### config.mk
export PLATFORM = sky130hd
export DESIGN_NAME = mdu_ctrl
export DESIGN_NICKNAME = d
export VERILOG_FILES = /design/src/rtl/mdu_pkg.sv /design/src/rtl/mdu_mul.sv /design/src/rtl/mdu_ctrl.sv
export SDC_FILE = /design/constraint.sdc
export NUM_CORES = 2
export LEC_CHECK = 0
export ABC_AREA = 0
export ABC_CLOCK_PERIOD_IN_PS = 10400
export BUFFER_PORTS_ARGS = -buffer_cell sky130_fd_sc_hd__buf_2
export CAP_MARGIN = 20
export CELL_PAD_IN_SITES_DETAIL_PLACEMENT = 1
export CELL_PAD_IN_SITES_GLOBAL_PLACEMENT = 2
export CORE_UTILIZATION = 40
export CTS_CLUSTER_DIAMETER = 120
export DETAILED_ROUTE_END_ITERATION = 6
export PLACE_DENSITY = 0.82
export SETUP_SLACK_MARGIN = 0.15
export SLEW_MARGIN = 20
export SYNTH_ARGS = -nofsm -noshare
export SYNTH_HDL_FRONTEND = slang
export SYNTH_SLANG_ARGS = --single-unit
### constraint.sdc
create_clock -name clk -period 10.4 [get_ports clk]
set_clock_uncertainty 0.15 [all_clocks]
set_input_delay 2.08 -clock clk [delete_from_list [all_inputs] [get_ports clk]]
set_output_delay 2.08 -clock clk [all_outputs]
set_load 0.01 [all_outputs]
### src/rtl/mdu_pkg.sv
// Shared MDU definitions: 4-bit EX opcode encodings, controller states and
// accumulate modes used by mdu_ctrl and mdu_mul.
package mdu_pkg;

  typedef enum logic [3:0] {
    OP_NOP   = 4'h0,
    OP_MULT  = 4'h1,
    OP_MULTU = 4'h2,
    OP_DIV   = 4'h3,
    OP_DIVU  = 4'h4,
    OP_MTHI  = 4'h5,
    OP_MTLO  = 4'h6,
    OP_MFHI  = 4'h7,
    OP_MFLO  = 4'h8,
    OP_MADD  = 4'h9,
    OP_MADDU = 4'hA,
    OP_MSUB  = 4'hB,
    OP_MSUBU = 4'hC
  } mdu_op_e;

  typedef enum logic [1:0] {
    S_IDLE,
    S_MUL1,
    S_MUL2,
    S_DIV_BUSY
  } mdu_state_e;

  typedef enum logic [1:0] {
    ACC_NONE,
    ACC_ADD,
    ACC_SUB
  } mdu_acc_e;

endpackage

### src/rtl/mdu_mul.sv
// Two-stage 32x32 multiplier: operands captured on load, 64-bit product
// registered on step.
module mdu_mul
  import mdu_pkg::*;
(
  input  logic        clk,
  input  logic        rst,
  input  logic        load_i,
  input  logic        step_i,
  input  logic        signed_i,
  input  logic [31:0] a_i,
  input  logic [31:0] b_i,
  output logic [63:0] prod_o
);

  logic [31:0] a_q, b_q;
  logic        sgn_q;
  logic [63:0] prod_q, prod_d;
  logic [63:0] a_ext, b_ext;

  // Low 64 bits of the extended product are exact for both signednesses.
  always_comb begin
    a_ext  = sgn_q ? {{32{a_q[31]}}, a_q} : {32'b0, a_q};
    b_ext  = sgn_q ? {{32{b_q[31]}}, b_q} : {32'b0, b_q};
    prod_d = a_ext * b_ext;
  end

  always_ff @(posedge clk) begin
    if (!rst) begin
      a_q    <= '0;
      b_q    <= '0;
      sgn_q  <= 1'b0;
      prod_q <= '0;
    end else begin
      if (load_i) begin
        a_q   <= a_i;
        b_q   <= b_i;
        sgn_q <= signed_i;
      end
      if (step_i) prod_q <= prod_d;
    end
  end

  assign prod_o = prod_q;

endmodule

### src/rtl/mdu_ctrl.sv
// MDU controller: HI/LO registers, 2-stage multiply, external divider handshake.
// Define MDU_MADD_EN to enable MADD/MADDU/MSUB/MSUBU accumulate ops.
module mdu_ctrl
  import mdu_pkg::*;
(
  input  logic        clk,
  input  logic        rst,
  input  logic        i_stall,
  input  logic        d_stall,
  input  logic        flush_i,
  input  logic        valid_i,
  input  logic [3:0]  op_i,
  input  logic [31:0] rs_i,
  input  logic [31:0] rt_i,
  output logic        div_start_o,
  output logic        div_signed_o,
  output logic        div_annul_o,
  output logic [31:0] div_op1_o,
  output logic [31:0] div_op2_o,
  input  logic [63:0] div_result_i,
  input  logic        div_ready_i,
  output logic        stall_req_o,
  output logic [31:0] hi_o,
  output logic [31:0] lo_o,
  output logic [31:0] mf_data_o
);

  mdu_state_e  state_q, state_d;
  mdu_acc_e    acc_q, acc_d, acc_sel;
  logic [31:0] hi_q, hi_d, lo_q, lo_d;
  logic [31:0] op1_q, op1_d, op2_q, op2_d;
  logic        sgn_q, sgn_d;
  logic        frz, issue_mul, issue_div, mul_signed;
  logic        mul_load, mul_step, stall_c, annul_c;
  logic [63:0] prod, hilo_new;

  assign frz = i_stall | d_stall;

  always_comb begin
    issue_mul  = 1'b0;
    issue_div  = 1'b0;
    mul_signed = 1'b0;
    acc_sel    = ACC_NONE;
    case (op_i)
      OP_MULT:           begin issue_mul = 1'b1; mul_signed = 1'b1; end
      OP_MULTU:          issue_mul = 1'b1;
      OP_DIV, OP_DIVU:   issue_div = 1'b1;
`ifdef MDU_MADD_EN
      OP_MADD:  begin issue_mul = 1'b1; mul_signed = 1'b1; acc_sel = ACC_ADD; end
      OP_MADDU: begin issue_mul = 1'b1; acc_sel = ACC_ADD; end
      OP_MSUB:  begin issue_mul = 1'b1; mul_signed = 1'b1; acc_sel = ACC_SUB; end
      OP_MSUBU: begin issue_mul = 1'b1; acc_sel = ACC_SUB; end
`endif
      default: ;
    endcase
  end

  always_comb begin
    case (acc_q)
      ACC_ADD: hilo_new = {hi_q, lo_q} + prod;
      ACC_SUB: hilo_new = {hi_q, lo_q} - prod;
      default: hilo_new = prod;
    endcase
  end

  always_comb begin
    state_d  = state_q;
    acc_d    = acc_q;
    hi_d     = hi_q;
    lo_d     = lo_q;
    op1_d    = op1_q;
    op2_d    = op2_q;
    sgn_d    = sgn_q;
    mul_load = 1'b0;
    mul_step = 1'b0;
    stall_c  = 1'b0;
    annul_c  = 1'b0;
    case (state_q)
      S_IDLE: begin
        if (valid_i && !flush_i) begin
          if (issue_mul) begin
            stall_c  = 1'b1;
            mul_load = 1'b1;
            acc_d    = acc_sel;
            state_d  = S_MUL1;
          end else if (issue_div) begin
            stall_c = 1'b1;
            op1_d   = rs_i;
            op2_d   = rt_i;
            sgn_d   = (op_i == OP_DIV);
            state_d = S_DIV_BUSY;
          end else if (op_i == OP_MTHI) begin
            hi_d = rs_i;
          end else if (op_i == OP_MTLO) begin
            lo_d = rs_i;
          end
        end
      end
      S_MUL1: begin
        stall_c = 1'b1;
        if (flush_i) begin
          state_d = S_IDLE;
        end else begin
          mul_step = 1'b1;
          state_d  = S_MUL2;
        end
      end
      S_MUL2: begin
        state_d = S_IDLE;
        if (!flush_i) {hi_d, lo_d} = hilo_new;
      end
      S_DIV_BUSY: begin
        stall_c = !div_ready_i;
        if (flush_i) begin
          annul_c = 1'b1;
          state_d = S_IDLE;
        end else if (div_ready_i) begin
          {hi_d, lo_d} = div_result_i;
          state_d      = S_IDLE;
        end
      end
      default: state_d = S_IDLE;
    endcase
  end

  // A frozen pipeline holds everything; reset still wins over the freeze.
  always_ff @(posedge clk) begin
    if (!rst) begin
      state_q <= S_IDLE;
      acc_q   <= ACC_NONE;
      hi_q    <= '0;
      lo_q    <= '0;
      op1_q   <= '0;
      op2_q   <= '0;
      sgn_q   <= 1'b0;
    end else if (!frz) begin
      state_q <= state_d;
      acc_q   <= acc_d;
      hi_q    <= hi_d;
      lo_q    <= lo_d;
      op1_q   <= op1_d;
      op2_q   <= op2_d;
      sgn_q   <= sgn_d;
    end
  end

  mdu_mul u_mul (
    .clk      (clk),
    .rst      (rst),
    .load_i   (mul_load & ~frz),
    .step_i   (mul_step & ~frz),
    .signed_i (mul_signed),
    .a_i      (rs_i),
    .b_i      (rt_i),
    .prod_o   (prod)
  );

  assign div_start_o  = (state_q == S_DIV_BUSY);
  assign div_signed_o = sgn_q;
  assign div_op1_o    = op1_q;
  assign div_op2_o    = op2_q;
  assign div_annul_o  = rst & ~frz & annul_c;
  assign stall_req_o  = rst & stall_c;
  assign hi_o         = hi_q;
  assign lo_o         = lo_q;
  assign mf_data_o    = !valid_i           ? '0   :
                        (op_i == OP_MFHI)  ? hi_q :
                        (op_i == OP_MFLO)  ? lo_q : '0;

endmodule

==> impl_metrics.tcl <==
set metrics [dict create \
    grt_pass1_vias 50942 \
    track_usage_pct 28.1 \
    ant_nets 0 \
    synth_area_leaders "fa_1 48%, inv_1 9.6%, dfxtp_1 8.8%" \
    final_area_um2 63800 \
    syn-num-nets 8302 \
    grt_start_max_net_pins 159 \
    arrival_ps 10100 \
    ys.flop_type "dfxtp_1" \
    viasPerCell 5.16 \
    cts-resized-gates 0 \
    cp.required_ps 10750 \
    worstSkewPairLatency_ps 640 \
    synth_xor_area_share_pct 1.83 \
    portBuffers 302 \
    dieArea_um2 149000 \
    yosys.area_share.simple_pct 15.0 \
    die_x_um 386 \
    status "finished, final reports clean" \
    p_clk_share_pct 50.6 \
    rsz0062_at_grt "no" \
    numCtsBuffers 31 \
    setup_tns_ps 0 \
    topRoutingLayerUsed "met4" \
    placed_area_um2 62700 \
    synthAdderAreaFrac_pct 54.7 \
    die-height_um 386 \
    report.final.slew_viol_count 0 \
    power_per_cell_area_nw_per_um2 35.8 \
    gp_congestion 0.937 \
    synth.area.mux_share_pct 1.14 \
    setup-violations-final 0 \
    slew_headroom_pct 24.1 \
    p_leak_nw 31.5 \
    fin_crit_sh_pct 93.8 \
    ys_top_cells_by_count "1,512 x inv_1, 1,414 x fa_1, 872 x nand2_1" \
    synth_top_family_by_area "adder cells" \
    yosysUniqueCellTypes 68 \
    antenna_found_initial 16 \
    internal-power_mw 1.69 \
    hold_class "reg2reg" \
    dr.pass1.iters 7 \
    dr_wl_met3_um 5950 \
    period_needed_ps 9760 \
    drt_iter0_drc 2150 \
    grt_pass1_wl_um 311000 \
    crit_top_cell "fa_1" \
    drv_cap 0 \
    syn_area_per_cell_um2 9.16 \
    start_util_pct 40.4 \
    worst_setup_path_start_kind "flop" \
    core_um2 146000 \
    finalHoldViolCount 0 \
    seqPwrFrac_pct 44.1 \
    drc 0 \
    path_class "reg2reg" \
    clkTransAtPathRegs_ps 60 \
    overflow 0 \
    cts_hold_buf 0 \
    synth_top_cell_area_share_pct 48.0 \
    cts_tree "done" \
    row_count 140 \
    ys_seq_area_share_pct 8.83 \
    syn_area_um2 59000 \
    drt_wl_total_um 203000 \
    synth-seq-cells 260 \
    wl_met2_um 108000 \
    worst_slew_pin_slew_ps 1140 \
    area_growth_pct 8.12 \
    post_drt_wl_per_cell_um 23.9 \
    final_util_pct 43.7 \
    crit_slowest_cell "dfxtp_2" \
    io_pins 303 \
    combPwrFrac_pct 5.4 \
    synth_most_common_cell "inv_1" \
    peakVddDrop_mv 0.110 \
    cpPeakStageDelay_ps 1030 \
    p_sw_uw 596 \
    cts_setup_buffers 0 \
    dp.final_hpwl_um 171000 \
    synth_top_area_cell "fa_1" \
    power_mw 2.28 \
    power.share.switching_pct 26.1 \
    h-tree-depth 1 \
    nets 8419 \
    dr_total_vias 43863 \
    synth_edf_count 0 \
    drt-met1-wl_um 76700 \
    crit_fanout 32 \
    cts.path.max_buffers 3 \
    synthCells 6435 \
    drive_gt1_share_pct 8.00 \
    root_buffer "clkbuf_16" \
    synth_compound_area_share_pct 6.59 \
    cts_sinks 260 \
    yosysWarningCount 0 \
    max_freq_mhz 102 \
    worstSetupEndpointType "flop" \
    async_reset_ff_share_pct 0 \
]
layout by cell type (no fill, tap or decap), types with 29 or more instances in the layout:
master,instances
fa_1,1413
a21o_1,32
nor2b_1,107
inv_1,1512
buf_4,126
a21boi_0,137
clkbuf_16,31
xnor2_1,94
nor2_1,85
nand3_1,34
a211oi_1,68
o21ai_0,85
xor2_1,29
ha_1,314
a22oi_1,32
dfxtp_1,252
nand2_1,869
mux2i_1,67
buf_2,301
a21oi_1,153
and2_1,602
state kept, by name, indices dropped and copies added, names as in the netlist:
register      count
u_mul.sgn_q       1
u_mul.b_q        32
div_signed_o      1
state_q           2
div_op1_o        32
hi_o             32
u_mul.a_q        32
u_mul.prod_o     64
div_op2_o        32
lo_o             32
metrics by stage:
stage	setup slack, ps	hold slack, ps	instances
3_5_place_dp	598	305	8436
5_1_grt	166	339	8499
4_1_cts	517	314	8491
6_report	642	311	8500
3_3_place_gp	630	297	8436
2_1_floorplan	1140	286	6435
final timing paths:
kind                              startpoint                            end  slack, ps  cells past startpoint
setup / recovery   u_mul.a_q[8]$_SDFFE_PN0P_  u_mul.prod_o[60]$_SDFFE_PN0P_        640                     28
hold reg to reg   div_op1_o[29]$_SDFFE_PN0P_     div_op1_o[29]$_SDFFE_PN0P_        310                      2
hold / removal    div_op1_o[29]$_SDFFE_PN0P_     div_op1_o[29]$_SDFFE_PN0P_        310                      2
setup reg to reg   u_mul.a_q[8]$_SDFFE_PN0P_  u_mul.prod_o[60]$_SDFFE_PN0P_        640                     28
critical path: cells and delay by family (launching register included):
family	cells	cell delay, ps
simple gates	4	660
compound gates	7	1860
fa+ha+maj	11	5310
flops	1	1030
buf+inv	6	590
area by class of cell:
| type | instances | area, um2 |
|---|---|---|
| diodes | 9 | 22.5 |
| clock buffers | 39 | 866 |
| clock inverters | 16 | 165 |
| fillers | 16969 | 82200 |
| inverters | 1512 | 5680 |
| multi-input cells | 4312 | 46800 |
| flip-flops and latches | 260 | 5220 |
| well taps | 1917 | 2400 |
| repair buffers | 435 | 2600 |
power by group through the flow:
stage | Sequential (mW) | Combinational [mW] | Clock (mW)
6_report | 1.01 | 0.122 | 1.15
5_1_grt | 1.01 | 0.129 | 1.21
4_1_cts | 1.01 | 0.122 | 1.17
3_5_place_dp | 1.03 | 0.122 | 0
3_3_place_gp | 1.03 | 0.121 | 0
2_1_floorplan | 1.02 | 0.0534 | 0
cell families after synthesis:
group	after synthesis
multiplexers	67
adder cells (fa/ha/maj)	1731
AND/OR/NAND/NOR	1801
buffers and inverters	1863
XOR/XNOR	123
AO/OA/AOI/OAI	590
flip-flops	260
routing by layer:
layer,vias up,GRT usage [%]
li1,19087,-
met1,23507,32.3
met2,906,52.3
met3,363,1.65
met4,0,14.7
met5,-,0
Note: power is estimated with default switching activity, not from simulation.
